[src/rtl/cdb_arbiter.sv]
// cdb_arbiter: round-robin arbiter for the single Common Data Bus slot.
//   Picks at most one requesting functional unit per cycle (one-hot grant),
//   registers the winner's tag/index as the next cycle's broadcast, and
//   exposes the round-robin pointer for debug.
// Optional build macro: CDB_PRIO0_EN -- unit 0 (load unit) gets strict
//   priority over the round-robin units and never moves the pointer.
//
// Handshake: a unit holds req_valid[i]/req_tag[i] stable until it sees
//   grant[i]=1 at a rising edge, and consumes its request on that edge.
//   grant is never raised while cdb_stall, flush or reset is asserted, so a
//   stalled request simply stays pending.
module cdb_arbiter #(
  parameter int NUM_REQ = 4,
  parameter int TAG_W   = 6
) (
  input  logic                     clk,
  input  logic                     reset,
  input  logic [NUM_REQ-1:0]       req_valid,
  input  logic [NUM_REQ*TAG_W-1:0] req_tag,
  input  logic                     cdb_stall,
  input  logic                     flush,
  output logic [NUM_REQ-1:0]       grant,
  output logic                     broadcast_valid,
  output logic [TAG_W-1:0]         broadcast_tag,
  output logic [2:0]               broadcast_src,
  output logic [2:0]               rr_ptr
);

  localparam logic [2:0] LAST_IDX = 3'(NUM_REQ - 1);

  logic                 r_bcast_valid;
  logic [TAG_W-1:0]     r_bcast_tag;
  logic [2:0]           r_bcast_src;
  logic [2:0]           r_rr_ptr;

  logic                 w_block;
  logic [NUM_REQ-1:0]   w_req_rot;
  logic [NUM_REQ-1:0]   w_first_rot;
  logic [2*NUM_REQ-1:0] w_gnt_dbl;
  logic [NUM_REQ-1:0]   w_rr_grant;
  logic [NUM_REQ-1:0]   w_sel;
  logic                 w_upd_ptr;
  logic [NUM_REQ-1:0]   w_grant;
  logic                 w_any;
  logic [2:0]           w_win;
  logic [TAG_W-1:0]     w_win_tag;
  logic [2:0]           w_next_ptr;

  // Flush has priority over stall and requests; both simply suppress the grant.
  assign w_block = ~reset | cdb_stall | flush;

  // Rotate requests so that the unit at rr_ptr sits at bit 0.
  assign w_req_rot = NUM_REQ'({req_valid, req_valid} >> r_rr_ptr);

  // Find the lowest set bit of the rotated request vector.
  always_comb begin
    w_first_rot = '0;
    for (int k = NUM_REQ - 1; k >= 0; k--) begin
      if (w_req_rot[k]) begin
        w_first_rot    = '0;
        w_first_rot[k] = 1'b1;
      end
    end
  end

  // Rotate the one-hot winner back into unit numbering.
  assign w_gnt_dbl  = {{NUM_REQ{1'b0}}, w_first_rot} << r_rr_ptr;
  assign w_rr_grant = w_gnt_dbl[NUM_REQ-1:0] | w_gnt_dbl[2*NUM_REQ-1:NUM_REQ];

  // Select between the round-robin winner and the optional unit-0 priority.
  always_comb begin
    w_sel     = w_rr_grant;
    w_upd_ptr = 1'b1;
`ifdef CDB_PRIO0_EN
    if (req_valid[0]) begin
      w_sel     = '0;
      w_sel[0]  = 1'b1;
      w_upd_ptr = 1'b0;
    end
`endif
  end

  assign w_grant = w_block ? '0 : w_sel;
  assign w_any   = |w_grant;

  // Encode the winner index and pick its tag.
  always_comb begin
    w_win     = '0;
    w_win_tag = '0;
    for (int i = 0; i < NUM_REQ; i++) begin
      if (w_grant[i]) begin
        w_win     = 3'(i);
        w_win_tag = req_tag[i*TAG_W +: TAG_W];
      end
    end
  end

  assign w_next_ptr = (w_win == LAST_IDX) ? 3'd0 : (w_win + 3'd1);

  // Broadcast register and round-robin pointer; tag/src hold when idle.
  always_ff @(posedge clk or negedge reset) begin
    if (!reset) begin
      r_bcast_valid <= 1'b0;
      r_bcast_tag   <= '0;
      r_bcast_src   <= '0;
      r_rr_ptr      <= '0;
    end else begin
      r_bcast_valid <= w_any;
      if (w_any) begin
        r_bcast_tag <= w_win_tag;
        r_bcast_src <= w_win;
        if (w_upd_ptr) begin
          r_rr_ptr <= w_next_ptr;
        end
      end
    end
  end

  assign grant           = w_grant;
  assign broadcast_valid = r_bcast_valid;
  assign broadcast_tag   = r_bcast_tag;
  assign broadcast_src   = r_bcast_src;
  assign rr_ptr          = r_rr_ptr;

endmodule

[config.mk]
export PLATFORM = sky130hd
export DESIGN_NAME = cdb_arbiter
export DESIGN_NICKNAME = d
export VERILOG_FILES = /design/src/rtl/cdb_arbiter.sv
export SDC_FILE = /design/constraint.sdc
export NUM_CORES = 1
export LEC_CHECK = 0
export CAP_MARGIN = 30
export CORE_MARGIN = 2
export CORE_UTILIZATION = 32
export CTS_BUF_LIST = sky130_fd_sc_hd__clkbuf_8
export DETAILED_ROUTE_END_ITERATION = 10
export GPL_TIMING_DRIVEN = 0
export PLACE_DENSITY = 0.83
export REMOVE_ABC_BUFFERS = 1
export SLEW_MARGIN = 20
export SYNTH_ARGS = -nofsm -noshare
export SYNTH_HDL_FRONTEND = slang
export SYNTH_SLANG_ARGS = --single-unit
[constraint.sdc]
create_clock -name clk -period 1.7 [get_ports clk]
set_clock_uncertainty 0.15 [all_clocks]
set_input_delay 0.255 -clock clk [delete_from_list [all_inputs] [get_ports clk]]
set_output_delay 0.255 -clock clk [all_outputs]
set_load 0.01 [all_outputs]
==> impl_metrics.toml <==
[global_route]
grt_max_degree = 12
grt_pass1_vias = 851
antenna_found_initial = 0
grt-ovfl-total = 0
track_usage_pct = 21.1
grt_pass1_wl_um = 3990

[run_status]
violations = "setup timing"
status = "finished, violations left"

[worst_setup_path]
critPathRequiredTime_ns = 1.67
critPathMaxFanout = 7
cp_data_arrival_time_ns = 1.79
setup.worst_path.start_class = "flop"
critPathKind = "reg2reg"
endpoint_kind = "flop"

[clock_network]
clkTransAtPathRegs_ns = 0.05
cts_buffer_depth = 2
cts-buffers-inserted = 3
cts_max_level = 1
root_buffer = "clkbuf_8"
insertion_delay_ns = 0.23
cts_sinks = 11
cts_tree = "yes"

[sta]
finalSetupViolations = 11
worst_slew_pin_slew_ns = 0.515
finalCritPeriodShare_pct = 107
hold_violations = 0
period_minus_slack_ns = 1.82
drv_slew = 0
rsz0062_at_grt = "yes"
max-slew-margin-rel_pct = 65.6
fmax_mhz = 549
setup_ws_ns = -0.121

[floorplanning]
num_rows = 17
io_pins = 49
start_util_pct = 33.0
fp.dieW_um = 51.3
die_y_um = 51.3
die_area_um2 = 2640
core_area_um2 = 2170

[logic_synthesis]
yosysSeqAreaShare_pct = 38.4
synth.avg_cell_area_um2 = 10.4
syn_area_um2 = 717
synth_warnings = 0
synthXorXnorAreaFrac_pct = 0
netlist_instances = 69
synth_compound_area_share_pct = 39.6
synth-simple-area-share_pct = 15.5
ys_top_cells_by_area = "dfrtp_1 38%, a22o_1 8.6%, a211o_1 7.3%"
synth_adder_area_share_pct = 0
netlist-cell-type-count = 32
yosysTopAreaCell = "dfrtp_1"
synthMuxAreaShare_pct = 0
ys_ff_latch = 11
yosysTopAreaCellShare_pct = 38.4
synth_top_family_by_area = "compound AO/OA/AOI/OAI gates"

[drt]
route.detailed.drc = 0
drt-vias-per-instance = 5.32
drt_pass1_iterations = 5
routed-via-count = 824
drt_iter0_markers = 6
drt.antenna.violating_nets = 0
drt_wl_total_um = 2550
wire_per_inst_um = 16.4

[power_and_ir_drop]
power_density_nw_per_um2 = 1020
vdd_ir_drop_max_v = 0.000671
p_leak_nw = 0.644
power_mw = 1.47

[placement]
dp_slack_ns = -1.28
place_congestion = 0.754
place_area_um2 = 1180
port_buffers = 46
dp_hpwl_um = 1620

[layout]
final_area_um2 = 1430
multiInputGateArea_um2 = 503
seqCellArea_um2 = 278
area_delta_synth_final_pct = 99.7
drive_gt1_share_pct = 33.1
final_nets = 160
fill_cells = 199
diodes = 0

[worst_hold_path]
hold_class = "reg2reg"

[run]
maxCapViolations = 0
-- final timing paths --
check	slack, ns	from	end	cells past startpoint
setup / recovery	-0.12	rr_ptr[1]	broadcast_tag[4]	7
hold / removal	0.33	broadcast_src[0]	broadcast_src[0]	2
setup reg to reg	-0.12	rr_ptr[1]	broadcast_tag[4]	7
hold reg to reg	0.33	broadcast_src[0]	broadcast_src[0]	2
max in group asynchronous	0.61	reset	rr_ptr[0]	2
min in group asynchronous	0.42	reset	broadcast_valid	2
-- logic make-up after synthesis --
family          Yosys count
compound gates           34
buf+inv                   7
other cells               1
flops                    11
simple gates             16
-- Yosys cell counts --
cell,count
buf_2,1
o221ai_2,1
a22o_1,7
a21oi_1,5
or3_1,1
a31oi_1,1
nand2_2,1
or3b_4,1
a22o_2,5
nor2b_1,1
nor3b_4,1
buf_6,1
nor2_1,3
buf_4,2
nand2_1,4
o21a_1,1
a21o_1,1
a211o_1,6
inv_1,3
o221ai_1,1
nor3b_1,1
a2bb2oi_2,1
nor2_4,1
nor2_2,1
conb_1,1
a21oi_2,1
o21ai_0,1
o22ai_1,1
o21bai_1,1
a21boi_0,1
and3_4,1
dfrtp_1,11
-- worst max-delay path, stage by stage (launching register included) --
cell and delay, ns:
dfrtp_2 0.43, buf_6 0.14, a2bb2oi_2 0.14, o22ai_2 0.10, and3_4 0.19, buf_6 0.13
a22o_1 0.20, a211o_1 0.22
-- power breakdown --
| part | switching (mW) | internal [mW] | leakage, nW |
|---|---|---|---|
| sequential | 0.0711 | 0.356 | 0.133 |
| combinational | 0.310 | 0.475 | 0.484 |
| clock | 0.0965 | 0.158 | 0.0269 |
-- stage by stage --
stage / hold WS [ns] / util [%] / TNS (ns) / cells
after CTS: 0.328 / 64.0 / -0.725 / 155
final: 0.328 / 66.0 / -0.899 / 155
after floorplan: -0.191 / - / 0 / 66
after detailed placement: 0.316 / 54.6 / -11.58 / 140
after global placement: 0.319 / 54.6 / -11.37 / 140
after global routing: 0.366 / 66.0 / -1.58 / 155
-- state kept, by name (all words and copies together), names as in the netlist --
| signal | cells |
|---|---|
| broadcast_valid | 1 |
| broadcast_src | 2 |
| broadcast_tag | 6 |
| rr_ptr | 2 |
-- metal layers --
layer	GRT usage (%)	wire [µm]
met5	0	0
met4	7.89	25
met3	4.68	170
met2	39.8	1400
met1	22.5	951
-- layout make-up --
class / count / area share [%]
Timing Repair Buffer: 57 / 38.9
Sequential cell: 11 / 19.4
Clock inverter: 1 / 0.262
Tap cell: 28 / 2.45
Inverter: 3 / 0.962
Clock buffer: 3 / 2.88
Multi-Input combinational cell: 52 / 35.1
-- placed cells by master, fill, tap and decap left out, types with 3 or more instances in the layout --
cell type,instances
a211o_1,6
a21oi_1,3
a22o_1,7
a22o_4,5
buf_4,4
buf_6,9
clkbuf_8,3
clkdlybuf4s50_1,34
dfrtp_1,9
dlygate4sd2_1,6
inv_1,3
nand2_1,4
nor2_4,3
-- what timing repair did --
action                     in CTS  in global routing
setup endpoints to repair      16                 12
pin swaps                      22                 15
gates resized for setup        51                  8
hold buffers                    1                  0
hold endpoints to repair       11                  0
buffers inserted               10                  0
Note: power is estimated with default switching activity, not from simulation.
